File: src/rtl/pc_resp_tx.sv
// PC return-path transmitter: frames a snapshotted test report as 11 checksummed bytes.
// Latency: SOF is valid the cycle after rpt_req; back-to-back frames have no idle cycle.
// Backpressure: each byte is held until valid&&ready; a stall of TIMEOUT_CYCLES aborts the frame.
module pc_resp_tx #(
  parameter logic [7:0] SOF_BYTE       = 8'hA5,
  parameter int         TIMEOUT_CYCLES = 65535
) (
  input  logic        clk,
  input  logic        rst_n,
  input  logic        rpt_req,
  input  logic [7:0]  rpt_type,
  input  logic [31:0] rpt_err_count,
  input  logic [15:0] rpt_adc_data,
  input  logic [7:0]  rpt_status,
  input  logic        err_clr,
  output logic        pc_rsp_valid,
  output logic [7:0]  pc_rsp_data,
  input  logic        pc_rsp_ready,
  output logic        rpt_busy,
  output logic        frame_done,
  output logic        timeout_err,
  output logic        overrun
);

  localparam int CW = (TIMEOUT_CYCLES > 1) ? $clog2(TIMEOUT_CYCLES + 1) : 1;
  localparam logic [3:0] LAST_IDX = 4'd10;

  typedef enum logic {IDLE, SEND} state_t;

  typedef struct packed {
    logic [7:0]  typ;
    logic [31:0] err;
    logic [15:0] adc;
    logic [7:0]  status;
  } rpt_t;

  state_t          state_q, state_d;
  logic [3:0]      idx_q, idx_d;
  rpt_t            cur_q, cur_d;
  rpt_t            pend_q, pend_d;
  logic            pend_full_q, pend_full_d;
  logic [CW-1:0]   stall_q, stall_d;
  logic            frame_done_q, frame_done_d;
  logic            timeout_err_q, timeout_err_d;
  logic            overrun_q, overrun_d;

  rpt_t            req_rpt;
  logic            xfer;
  logic            stall;
  logic            tmo_hit;
  logic            tmo_set;
  logic            ovr_set;
  logic            last_xfer;
  logic [7:0]      sum;
  logic [7:0]      chk;
  logic [7:0]      byte_mux;

  assign req_rpt   = {rpt_type, rpt_err_count, rpt_adc_data, rpt_status};
  assign xfer      = (state_q == SEND) & pc_rsp_ready;
  assign stall     = (state_q == SEND) & ~pc_rsp_ready;
  assign last_xfer = xfer & (idx_q == LAST_IDX);
  // The stall that would be the TIMEOUT_CYCLES-th in a row is the one that aborts.
  assign tmo_hit   = (TIMEOUT_CYCLES != 0) && stall &&
                     ({{(32-CW){1'b0}}, stall_q} == 32'(TIMEOUT_CYCLES - 1));

  // Frame sequencing, pending slot and sticky error flags.
  always_comb begin
    state_d       = state_q;
    idx_d         = idx_q;
    cur_d         = cur_q;
    pend_d        = pend_q;
    pend_full_d   = pend_full_q;
    stall_d       = stall_q;
    frame_done_d  = 1'b0;
    tmo_set       = 1'b0;
    ovr_set       = 1'b0;
    case (state_q)
      IDLE: begin
        stall_d = '0;
        idx_d   = '0;
        if (pend_full_q) begin
          // Only reachable right after an abort: the queued report goes out now.
          cur_d       = pend_q;
          state_d     = SEND;
          pend_full_d = rpt_req;
          if (rpt_req) pend_d = req_rpt;
        end else if (rpt_req) begin
          cur_d   = req_rpt;
          state_d = SEND;
        end
      end
      SEND: begin
        if (xfer) begin
          stall_d = '0;
          if (last_xfer) begin
            frame_done_d = 1'b1;
            idx_d        = '0;
            if (pend_full_q) begin
              cur_d       = pend_q;
              pend_full_d = rpt_req;
              if (rpt_req) pend_d = req_rpt;
            end else if (rpt_req) begin
              cur_d = req_rpt;
            end else begin
              state_d = IDLE;
            end
          end else begin
            idx_d = idx_q + 4'd1;
          end
        end else if (tmo_hit) begin
          state_d = IDLE;
          stall_d = '0;
          idx_d   = '0;
          tmo_set = 1'b1;
        end else begin
          stall_d = stall_q + CW'(1);
        end
        // Requests during a frame (other than at the final CHK) go to the pending slot.
        if (rpt_req && !last_xfer) begin
          pend_d      = req_rpt;
          pend_full_d = 1'b1;
          ovr_set     = pend_full_q;
        end
      end
      default: state_d = IDLE;
    endcase
    // A set event in the same cycle as err_clr wins.
    timeout_err_d = tmo_set | (timeout_err_q & ~err_clr);
    overrun_d     = ovr_set | (overrun_q & ~err_clr);
  end

  // Byte selection for the current index; CHK makes bytes 1..10 sum to zero.
  always_comb begin
    sum = cur_q.typ + 8'h07 + cur_q.err[31:24] + cur_q.err[23:16] + cur_q.err[15:8] +
          cur_q.err[7:0] + cur_q.adc[15:8] + cur_q.adc[7:0] + cur_q.status;
    chk = 8'h00 - sum;
    case (idx_q)
      4'd0:    byte_mux = SOF_BYTE;
      4'd1:    byte_mux = cur_q.typ;
      4'd2:    byte_mux = 8'h07;
      4'd3:    byte_mux = cur_q.err[31:24];
      4'd4:    byte_mux = cur_q.err[23:16];
      4'd5:    byte_mux = cur_q.err[15:8];
      4'd6:    byte_mux = cur_q.err[7:0];
      4'd7:    byte_mux = cur_q.adc[15:8];
      4'd8:    byte_mux = cur_q.adc[7:0];
      4'd9:    byte_mux = cur_q.status;
      default: byte_mux = chk;
    endcase
  end

  // State registers with synchronous active-low reset.
  always_ff @(posedge clk) begin
    if (!rst_n) begin
      state_q       <= IDLE;
      idx_q         <= '0;
      cur_q         <= '0;
      pend_q        <= '0;
      pend_full_q   <= 1'b0;
      stall_q       <= '0;
      frame_done_q  <= 1'b0;
      timeout_err_q <= 1'b0;
      overrun_q     <= 1'b0;
    end else begin
      state_q       <= state_d;
      idx_q         <= idx_d;
      cur_q         <= cur_d;
      pend_q        <= pend_d;
      pend_full_q   <= pend_full_d;
      stall_q       <= stall_d;
      frame_done_q  <= frame_done_d;
      timeout_err_q <= timeout_err_d;
      overrun_q     <= overrun_d;
    end
  end

  assign pc_rsp_valid = (state_q == SEND);
  assign pc_rsp_data  = (state_q == SEND) ? byte_mux : 8'h00;
  assign rpt_busy     = (state_q != IDLE) | pend_full_q;
  assign frame_done   = frame_done_q;
  assign timeout_err  = timeout_err_q;
  assign overrun      = overrun_q;

endmodule

File: config.mk
export PLATFORM = sky130hd
export DESIGN_NAME = pc_resp_tx
export DESIGN_NICKNAME = d
export VERILOG_FILES = /design/src/rtl/pc_resp_tx.sv
export SDC_FILE = /design/constraint.sdc
export NUM_CORES = 1
export LEC_CHECK = 0
export BUFFER_PORTS_ARGS = -buffer_cell sky130_fd_sc_hd__buf_2
export CAP_MARGIN = 20
export CORE_MARGIN = 1
export CORE_UTILIZATION = 64
export DETAILED_ROUTE_END_ITERATION = 10
export PLACE_DENSITY_LB_ADDON = 0.12
export SYNTH_ARGS = -nofsm -noshare
export SYNTH_HDL_FRONTEND = slang
export SYNTH_SLANG_ARGS = --single-unit
File: constraint.sdc
create_clock -name clk -period 9.2 [get_ports clk]
set_input_delay 0.92 -clock clk [delete_from_list [all_inputs] [get_ports clk]]
set_output_delay 0.92 -clock clk [all_outputs]
set_load 0.05 [all_outputs]
# [Yosys cells after proc, flatten, opt, wreduce, memory -nomap -nowiden]
# Index checks and enable logic that the tools add are counted.
# W data, S select, Z words.
[op_classes] n_mux=37 n_eq_ne=16 reduce_logical=7 bitwise=11 addsub=11
[op_table] cell="$mux W64" n=9
[op_table] cell="$pmux W64 S2" n=2
[op_table] cell="$pmux W8 S10" n=1
[op_table] cell="$add A8 B8 Y8" n=7
[op_table] cell="$mux W16" n=2
[op_table] cell="$pmux W16 S2" n=1
[op_table] cell="$add A16 B1 Y16 const B" n=1
[op_table] cell="$eq A16 B16 Y1 const B" n=1
[op_table] cell="$eq A4 B3 Y1 const B" n=4
[op_table] cell="$mux W1" n=15
[op_table] cell="$eq A4 B4 Y1 const B" n=3
[op_table] cell="$mux W4" n=3
[op_table] cell="$ne A3 B1 Y1 const B" n=3
[op_table] cell="$add A8 B3 Y8 const B" n=1
[op_table] cell="$eq A4 B2 Y1 const B" n=2
[op_table] cell="$mux W8" n=1
[op_table] cell="$pmux W4 S2" n=1
[op_table] cell="$sub A1 B8 Y8 const A" n=1
[op_table] cell="$and A1 B1 Y1" n=5
[op_table] cell="$add A4 B1 Y4 const B" n=1
[op_table] cell="$eq A4 B1 Y1 const B" n=1
[op_table] cell="$logic_not A4 Y1" n=1
[op_table] cell="$ne A2 B1 Y1 const B" n=2
[op_table] cell="$pmux W1 S2" n=2
[op_table] cell="other kinds (6)" n=12
[word_totals] elab_cells=97 in_bits=69 ff_bits=153

# [Depth between registers and ports, before layout]
# Gate-level depths: netlist (run 1).
[depth] word_depth=11 mapped_depth=17

# [Worst setup path before layout (run 1)]
# Ideal clock, no wire load.
[synth_timing] path_kind="flip-flop to output port" startpoint="register cur_q[11] (netlist bit)" endpoint="output pc_rsp_data[7]" n_path_buf=0 stages_incl_launch_ff=14 t_arrival_ns=4.264 slack_ns=4.016 cell_sequence="dfxtp_1 > inv_1 > fa_1 > fa_1 > fa_1 > inv_1 > fa_1 > inv_1 > ha_1 > a21o_1 > a21oi_1 > o21ai_0 > xnor2_1 > a21oi_1"
[synth_via] elab_chain_len=5
[synth_lines] element="start: declaration" line="39" source="rpt_t cur_q, cur_d;"
[synth_lines] element="start signal: assignment" line="167" source="cur_q <= cur_d;"
[synth_lines] element="$add A8 B8 Y8 (2 in a row)" line="135" source="cur_q.err[7:0] + cur_q.adc[15:8] + cur_q.adc[7:0] + cur_q.status;"
[synth_lines] element="$sub A1 B8 Y8" line="136" source="chk = 8'h00 - sum;"
[synth_lines] element="$pmux W8 S10" line="137" source="case (idx_q)"
[synth_lines] element="$mux W8" line="178" source="assign pc_rsp_data = (state_q == SEND) ? byte_mux : 8'h00;"
[synth_lines] element="end: declaration" line="17" source="output logic [7:0] pc_rsp_data,"
# No other way between the ends.

# [Worst setup path after layout (run 1)]
[layout_timing] startpoint="register cur_q[34] (netlist bit)" endpoint="output pc_rsp_data[6]"
[layout_via] elab_chain_len=8
[layout_lines] element="$add A8 B8 Y8 (2 in a row)" line="134" source="sum = cur_q.typ + 8'h07 + cur_q.err[31:24] + cur_q.err[23:16] + cur_q.err[15:8] +"
[layout_lines] element="$add A8 B8 Y8 (3 in a row)" line="135"
[layout_lines] element="$sub A1 B8 Y8" line="136"
[layout_lines] element="$pmux W8 S10" line="137"
[layout_lines] element="$mux W8" line="178"
# No other way between the ends.

==> results by group, run 1 <==
Logic synthesis
  – Share of the synthesized area in the top cell type: 36.6%
  – Post-synthesis cell type count: 50
  – Number of synthesized flops with an enable pin: 0
  – Post-Synthesis Cells: 926
  – #FFs+latches synth: 153
  – Syn Area/Cell: 9.03 sq um
  – Async S/R FF share, synth: 0%
  – Syn nets: 1048
  – Syn Std Cell Area: 8360 sq um
  – Top_reg_cell synth: dfxtp_1
  – Yosys warns: 0
  – Largest area contributor in the netlist: dfxtp_1
  – Sequential area share after synthesis: 36.6%
  – Synth area leaders: dfxtp_1 (37%), nand2_1 (9.5%), fa_1 (9.3%)

Placed design
  – Placer congestion estimate: 0.951
  – Input/output buffers: 81
  – Post-detail-place hpwl: 14300 um

STA
  – Fin. max-slew vios: 0
  – Fmax: 0.178 GHz
  – Worst Skew: 0.00705 ns
  – Crit path time final: 5.62 ns
  – RSZ-0062 raised after global routing: false
  – Endpoints failing setup: 0
  – Final hold viol count: 0
  – Final period util: 61.1%
  – Setup TNS: 0 ns
  – Tightest Pin Transition: 1.07 ns
  – Rel. slew slack: 28.7%

Global route
  – First-pass GRT wire length: 31900 um
  – Total track usage: 31.5%
  – Initial antenna violation count: 0
  – Number of global-route vias before repair: 6413
  – Pin count of the biggest net entering global routing: 96
  – Grt ovf: 0

Pwr
  – Static Leak: 4.32 nW
  – Power Total: 2.16 mW
  – PD cells: 230 nW/um^2
  – Worst IR drop on VDD: 168 uV

Clock network
  – Setup bufs post-CTS: 0
  – Root buf cell: clkbuf_16
  – TritonCTS clock tree: done
  – Post-CTS Resized: 0
  – Worst-path clk slew: 0.06 ns
  – Number of CTS-inserted buffers: 17
  – H-tree levels: 4
  – Skew-Pair Late Insertion Delay: 0.43 ns
  – CTS hold repair buffers: 0
  – CTS Buffer Depth: 2
  – Clock sink count: 153

Drt
  – DRT Wirelength: 20400 um
  – 1st-iter DRT viols: 546
  – Post-DRT Antenna Nets: 0
  – DRC: 0
  – Detailed-router iteration count before antenna repair: 5
  – DR WL/cell: 17.6 um
  – Total number of vias: 6679
  – Vias per cell: 5.78

Worst setup path
  – WP data required: 8.28 ns
  – CP endpoint kind: output pin
  – CP Class: reg -> out
  – Worst setup SP type: flip-flop
  – RR Startpoint: idx_q[3]
  – FF-to-FF setup slack: 5.87 ns
  – Max FO, Critical Path: 3
  – Worst flop-to-flop path endpoint: cur_q[49]
  – R2R depth: 7
  – Worst setup path start: cur_q[34]
  – CP arrival: 4.70 ns

Floorplanning
  – Die Area: 13500 sq um
  – Row Count: 41
  – Starting Density: 66.0%
  – Area of the core: 12700 sq um
  – Die H: 116 um
  – # IOs: 82
  – Die W: 116 um

Job
  – Max-capacitance violation count: 0

Cells and area
  – Share of layout cells above drive strength 1: 13.1%
  – Commonest non-fill, non-tap cells in the layout: nand2_1 (211), dfxtp_1 (152), inv_1 (82)
  – Commonest non-fill, non-tap cell in the layout: nand2_1
  – Antenna diodes: 0
  – Area grow syn2layout: 12.4%
  – Final nets: 1093

Min path
  – HP Start: pend_q[39]
  – WHS Endpoint: pend_q[39]
  – Hold Crit Class: reg -> reg
  – WHS Path Cells: 2

Outcome
  – Run status: finished clean
[cells in the mapped netlist, types with 2 or more instances]
cell type	number
nand2_1	211
and3_1	4
and4_1	3
a221oi_1	8
mux2i_1	65
buf_2	27
a31oi_1	5
a21boi_1	18
nor3_1	5
a22o_1	3
a21o_1	4
xor2_1	11
a21boi_0	48
a311oi_1	2
a21oi_1	15
dfxtp_1	153
inv_1	82
o22ai_1	4
o211a_1	64
xnor3_1	2
nor3b_1	3
a22oi_1	16
o21a_1	3
nor2_1	25
nor2b_1	2
o21ai_0	12
nand4_1	3
xnor2_1	14
clkbuf_1	30
buf_4	6
nand3b_1	2
fa_1	39
ha_1	14
a32oi_1	2
nand3_1	6
[worst max path at each step]
stage,end,slack [ns]
2_1_floorplan,pc_rsp_data[7],4.02
3_3_place_gp,pc_rsp_data[6],4.14
3_5_place_dp,pc_rsp_data[6],4.08
4_1_cts,pc_rsp_data[6],3.62
5_1_grt,pc_rsp_data[6],3.45
6_report,pc_rsp_data[6],3.58
[metal layers]
layer | global-route usage [%] | routed length, um
met4 | 12.6 | 518
met5 | 0 | 0
met2 | 54.0 | 10200
met3 | 6.85 | 776
met1 | 38.7 | 8840
[cells by family after synthesis]
logic type	share of synthesized area, %
DFF	36.6
and+or+nand+nor	13.3
AOI/OAI and AO/OA	20.5
adders and majority gates	11.4
buffers and inverters	7.23
muxes	7.78
xor gates and xnor gates	3.16
[worst max-delay path: stages, from the launching register on]
cell and delay [ns]:
dfxtp_1 0.36, inv_1 0.07, fa_1 0.51, fa_1 0.54
fa_1 0.54, inv_1 0.05, fa_1 0.46, inv_1 0.06
ha_1 0.17, inv_1 0.06, fa_1 0.39, nor2b_1 0.13
o21a_1 0.13, nor3_1 0.05, nand3b_1 0.16, a21oi_1 0.26
buf_2 0.32
[layout make-up]
class | instances | area (sq um)
inverter | 83 | 312
multi-input combinational | 627 | 4710
clock inverter | 12 | 149
clock buffer | 20 | 457
fill | 972 | 3270
tap | 172 | 215
sequential | 153 | 3070
timing repair buffer | 89 | 492
[state kept, by name (all words and copies together), names as in the netlist]
| name | count |
|---|---|
| cur_q | 64 |
| frame_done | 1 |
| idx_q | 4 |
| overrun | 1 |
| pc_rsp_valid | 1 |
| pend_full_q | 1 |
| pend_q | 64 |
| stall_q | 16 |
| timeout_err | 1 |
[power breakdown]
| group | total [mW] | switching, mW | internal [mW] |
|---|---|---|---|
| Combinational | 0.704 | 0.385 | 0.318 |
| Clock | 0.707 | 0.268 | 0.439 |
| Sequential | 0.749 | 0.0416 | 0.707 |
[metrics by stage]
step | worst slack [ns] | hold slack, ns | area [sq um] | cells | util, %
2_1_floorplan | 4.02 | 0.435 | 8360 | 926 | -
3_3_place_gp | 4.14 | 0.440 | 8750 | 1122 | 69.1
3_5_place_dp | 4.08 | 0.447 | 8760 | 1123 | 69.2
4_1_cts | 3.62 | 0.455 | 9370 | 1155 | 74.0
5_1_grt | 3.45 | 0.474 | 9400 | 1156 | 74.2
6_report | 3.58 | 0.453 | 9400 | 1156 | 74.2
(Power assumes the default switching activity.)
==> run 2: changes to the inputs <==
- ABC_AREA: not set -> 1
- CORE_UTILIZATION: 64 -> 54
- clock period: 9.2 -> 5.07 ns (I/O delays scaled with it)
==> run 2 against run 1 <==
Effect of this change:
- critical path depth shrank 1
- utilization shrank 11 points
- sequential power grew 87%
- cell count grew 15%
- routed wire length grew 5.3%
- register-to-register slack lost 3.3 ns
- worst setup slack lost 3.4 ns
- largest cell class unchanged
- design area shrank 2.4%
- clock skew grew 0.0060 ns
- count of clock-buffer cells in the layout grew 1
==> results by group, run 2 <==
Clock network
  – Skew-Pair Late Insertion Delay: 0.44 ns
  – Number of CTS-inserted buffers: 17
  – CTS hold repair buffers: 0
  – Clock sink count: 153
  – Root buf cell: clkbuf_16
  – Worst-path clk slew: 0.07 ns
  – CTS Buffer Depth: 2
  – H-tree levels: 4
  – TritonCTS clock tree: done

Pwr
  – Static Leak: 3.90 nW
  – Worst IR drop on VDD: 279 uV
  – Power Total: 4.46 mW
  – PD cells: 486 nW/um^2

STA
  – Final hold viol count: 0
  – Final period util: 97.3%
  – Fmax: 0.203 GHz
  – Tightest Pin Transition: 0.834 ns
  – Endpoints failing setup: 0
  – Rel. slew slack: 44.4%
  – Fin. max-slew vios: 0
  – Worst Skew: 0.0130 ns
  – Crit path time final: 4.93 ns

Logic synthesis
  – Largest area contributor in the netlist: dfxtp_1
  – Count leader, synth: nand2_1
  – Number of synthesized flops with an enable pin: 0
  – Post-synthesis cell type count: 38
  – Sequential area share after synthesis: 37.9%
  – Async S/R FF share, synth: 0%
  – Syn nets: 1202
  – Syn Std Cell Area: 8070 sq um
  – Post-Synthesis Cells: 1080
  – Top post-synthesis cells by count: nand2_1 (199), nor2_1 (164), dfxtp_1 (153), inv_1 (121), o21ai_0 (79)
  – Share of the synthesized area in the top cell type: 37.9%
  – #FFs+latches synth: 153
  – Synth area leaders: dfxtp_1 (38%), fa_1 (9.7%), nand2_1 (9.3%)
  – Yosys warns: 0
  – Top_reg_cell synth: dfxtp_1
  – Syn Area/Cell: 7.48 sq um

Floorplanning
  – Starting Density: 55.6%
  – Die Area: 15400 sq um
  – Die H: 124 um
  – # IOs: 82
  – Row Count: 44
  – Die W: 124 um
  – Area of the core: 14500 sq um

Cells and area
  – Multi-input gate area: 4270 sq um
  – Fill cell total of the finished layout: 1433
  – Antenna diodes: 0
  – Final nets: 1255
  – Share of layout cells above drive strength 1: 14.5%
  – Post-route cell area: 9180 sq um
  – Area grow syn2layout: 13.6%
  – Commonest non-fill, non-tap cells in the layout: nand2_1 (197), nor2_1 (164), dfxtp_1 (143)
  – Register Area: 3080 sq um
  – Non-Filler Instances: 1330
  – Biggest regs: cur_q: 64 flops, pend_q: 64 flops, stall_q: 16 flops
  – Commonest non-fill, non-tap cell in the layout: nand2_1

Global route
  – Total track usage: 28.7%
  – Number of global-route vias before repair: 6591
  – Pin count of the biggest net entering global routing: 90
  – Grt ovf: 0
  – First-pass GRT wire length: 34600 um
  – Initial antenna violation count: 0

Worst setup path
  – CP arrival: 4.43 ns
  – CP Class: reg -> out
  – CP Cell Sequence: inv_1 > fa_1 > fa_2 > fa_1 > inv_1 > fa_1 > inv_1 > ha_1 > nand2_1 > o21ai_0 > xnor2_1 > nand2_1 > nand2_1 > a41oi_1 > buf_2
  – CP endpoint kind: output pin
  – Max FO, Critical Path: 2
  – Max stage delay on crit path: 0.59 ns
  – Worst setup SP type: flip-flop
  – WP data required: 4.56 ns
  – Slowest stage cell, crit path: fa_1

Placed design
  – Placer congestion estimate: 0.970
  – Placed Area: 8460 sq um
  – Placed cells: 1295
  – Input/output buffers: 81
  – Post-detail-place hpwl: 14900 um

Outcome
  – Run status: finished clean

Drt
  – DR WL/cell: 16.1 um
  – Detailed-router iteration count before antenna repair: 5
  – DRT Wirelength: 21400 um
  – 1st-iter DRT viols: 616
  – Post-DRT Antenna Nets: 0
  – Vias per cell: 5.39
  – DRC: 0
  – Total number of vias: 7171

Job
  – Max-capacitance violation count: 0

Min path
  – Hold Crit Class: in -> reg
## run 2: cell count changes after synthesis, moves of 16 or more
cell and delta:
a21boi_0 -48, a21boi_1 -18, a22oi_1 -16, a31oi_1 +62, inv_1 +39, mux2i_1 -65, nor2_1 +139, o211a_1 -64
o21ai_0 +67, o21ai_1 +65
## run 2: cell type report
class / instances / area share [%]
multi-input cells: 743 / 46.5
flip-flops and latches: 153 / 33.5
repair buffers: 93 / 5.84
inverters: 125 / 5.11
clock buffers: 21 / 5.02
well taps: 184 / 2.51
clock inverters: 11 / 1.46
## run 2: worst paths after layout
check                           slack, ns  depth (start not counted)             start        endpoint
worst max register to register       2.59                          9          idx_q[3]       cur_q[26]
worst max-delay path                 0.14                         15         cur_q[43]  pc_rsp_data[5]
worst min register to register       0.46                          2           overrun         overrun
worst min-delay path                 0.32                          3  rpt_adc_data[15]      pend_q[23]
## run 2: cells by family after synthesis
family	count (synthesis)	synth area share [%]
DFF	153	37.9
AOI/OAI and AO/OA	263	18.0
buffers and inverters	184	10.1
adders and majority gates	53	11.8
and+or+nand+nor	412	20.5
xor gates and xnor gates	15	1.63
## run 2: critical path, delay by kind of cell (launching register included)
kind | cells | cell delay, ns
AOI/OAI and AO/OA | 2 | 0.45
xor gates and xnor gates | 1 | 0.09
adders and majority gates | 5 | 2.42
buffers and inverters | 4 | 0.51
DFF | 1 | 0.33
and+or+nand+nor | 3 | 0.18
## run 2: repair_timing
| action | in CTS | in global routing |
|---|---|---|
| pin swaps | 4 | 18 |
| endpoints found under the setup margin | 1 | 4 |
| gates resized for setup | 7 | 25 |
| buffers inserted | 0 | 2 |
| hold endpoints to repair | 0 | 0 |
| cloned | 0 | 0 |
## run 2: routing by layer
layer	up-vias	GRT usage, %	share of wire (%)
li1	3623	-	-
met1	3289	39.8	45
met2	222	43.4	46
met3	35	6.36	6.5
met4	2	11.1	2.5
met5	-	2.29	0.21
## run 2: report_power, final
| group | total (mW) | internal [mW] | switching [mW] | leakage, nW |
|---|---|---|---|---|
| logic | 1.77 | 0.743 | 1.02 | 2.36 |
| clock network | 1.29 | 0.759 | 0.531 | 0.278 |
| registers | 1.40 | 1.32 | 0.0869 | 1.26 |
## run 2: stage by stage
stage          utilization [%]  setup TNS, ns  setup WS (ns)  hold WS, ns
5_1_grt                   63.1       -0.00818       -0.00818        0.333
2_1_floorplan                -              0          0.232        0.441
4_1_cts                   62.4              0         0.0113        0.318
6_report                  63.1              0          0.138        0.324
3_3_place_gp              58.2              0          0.372        0.451
3_5_place_dp              58.2              0          0.354        0.455
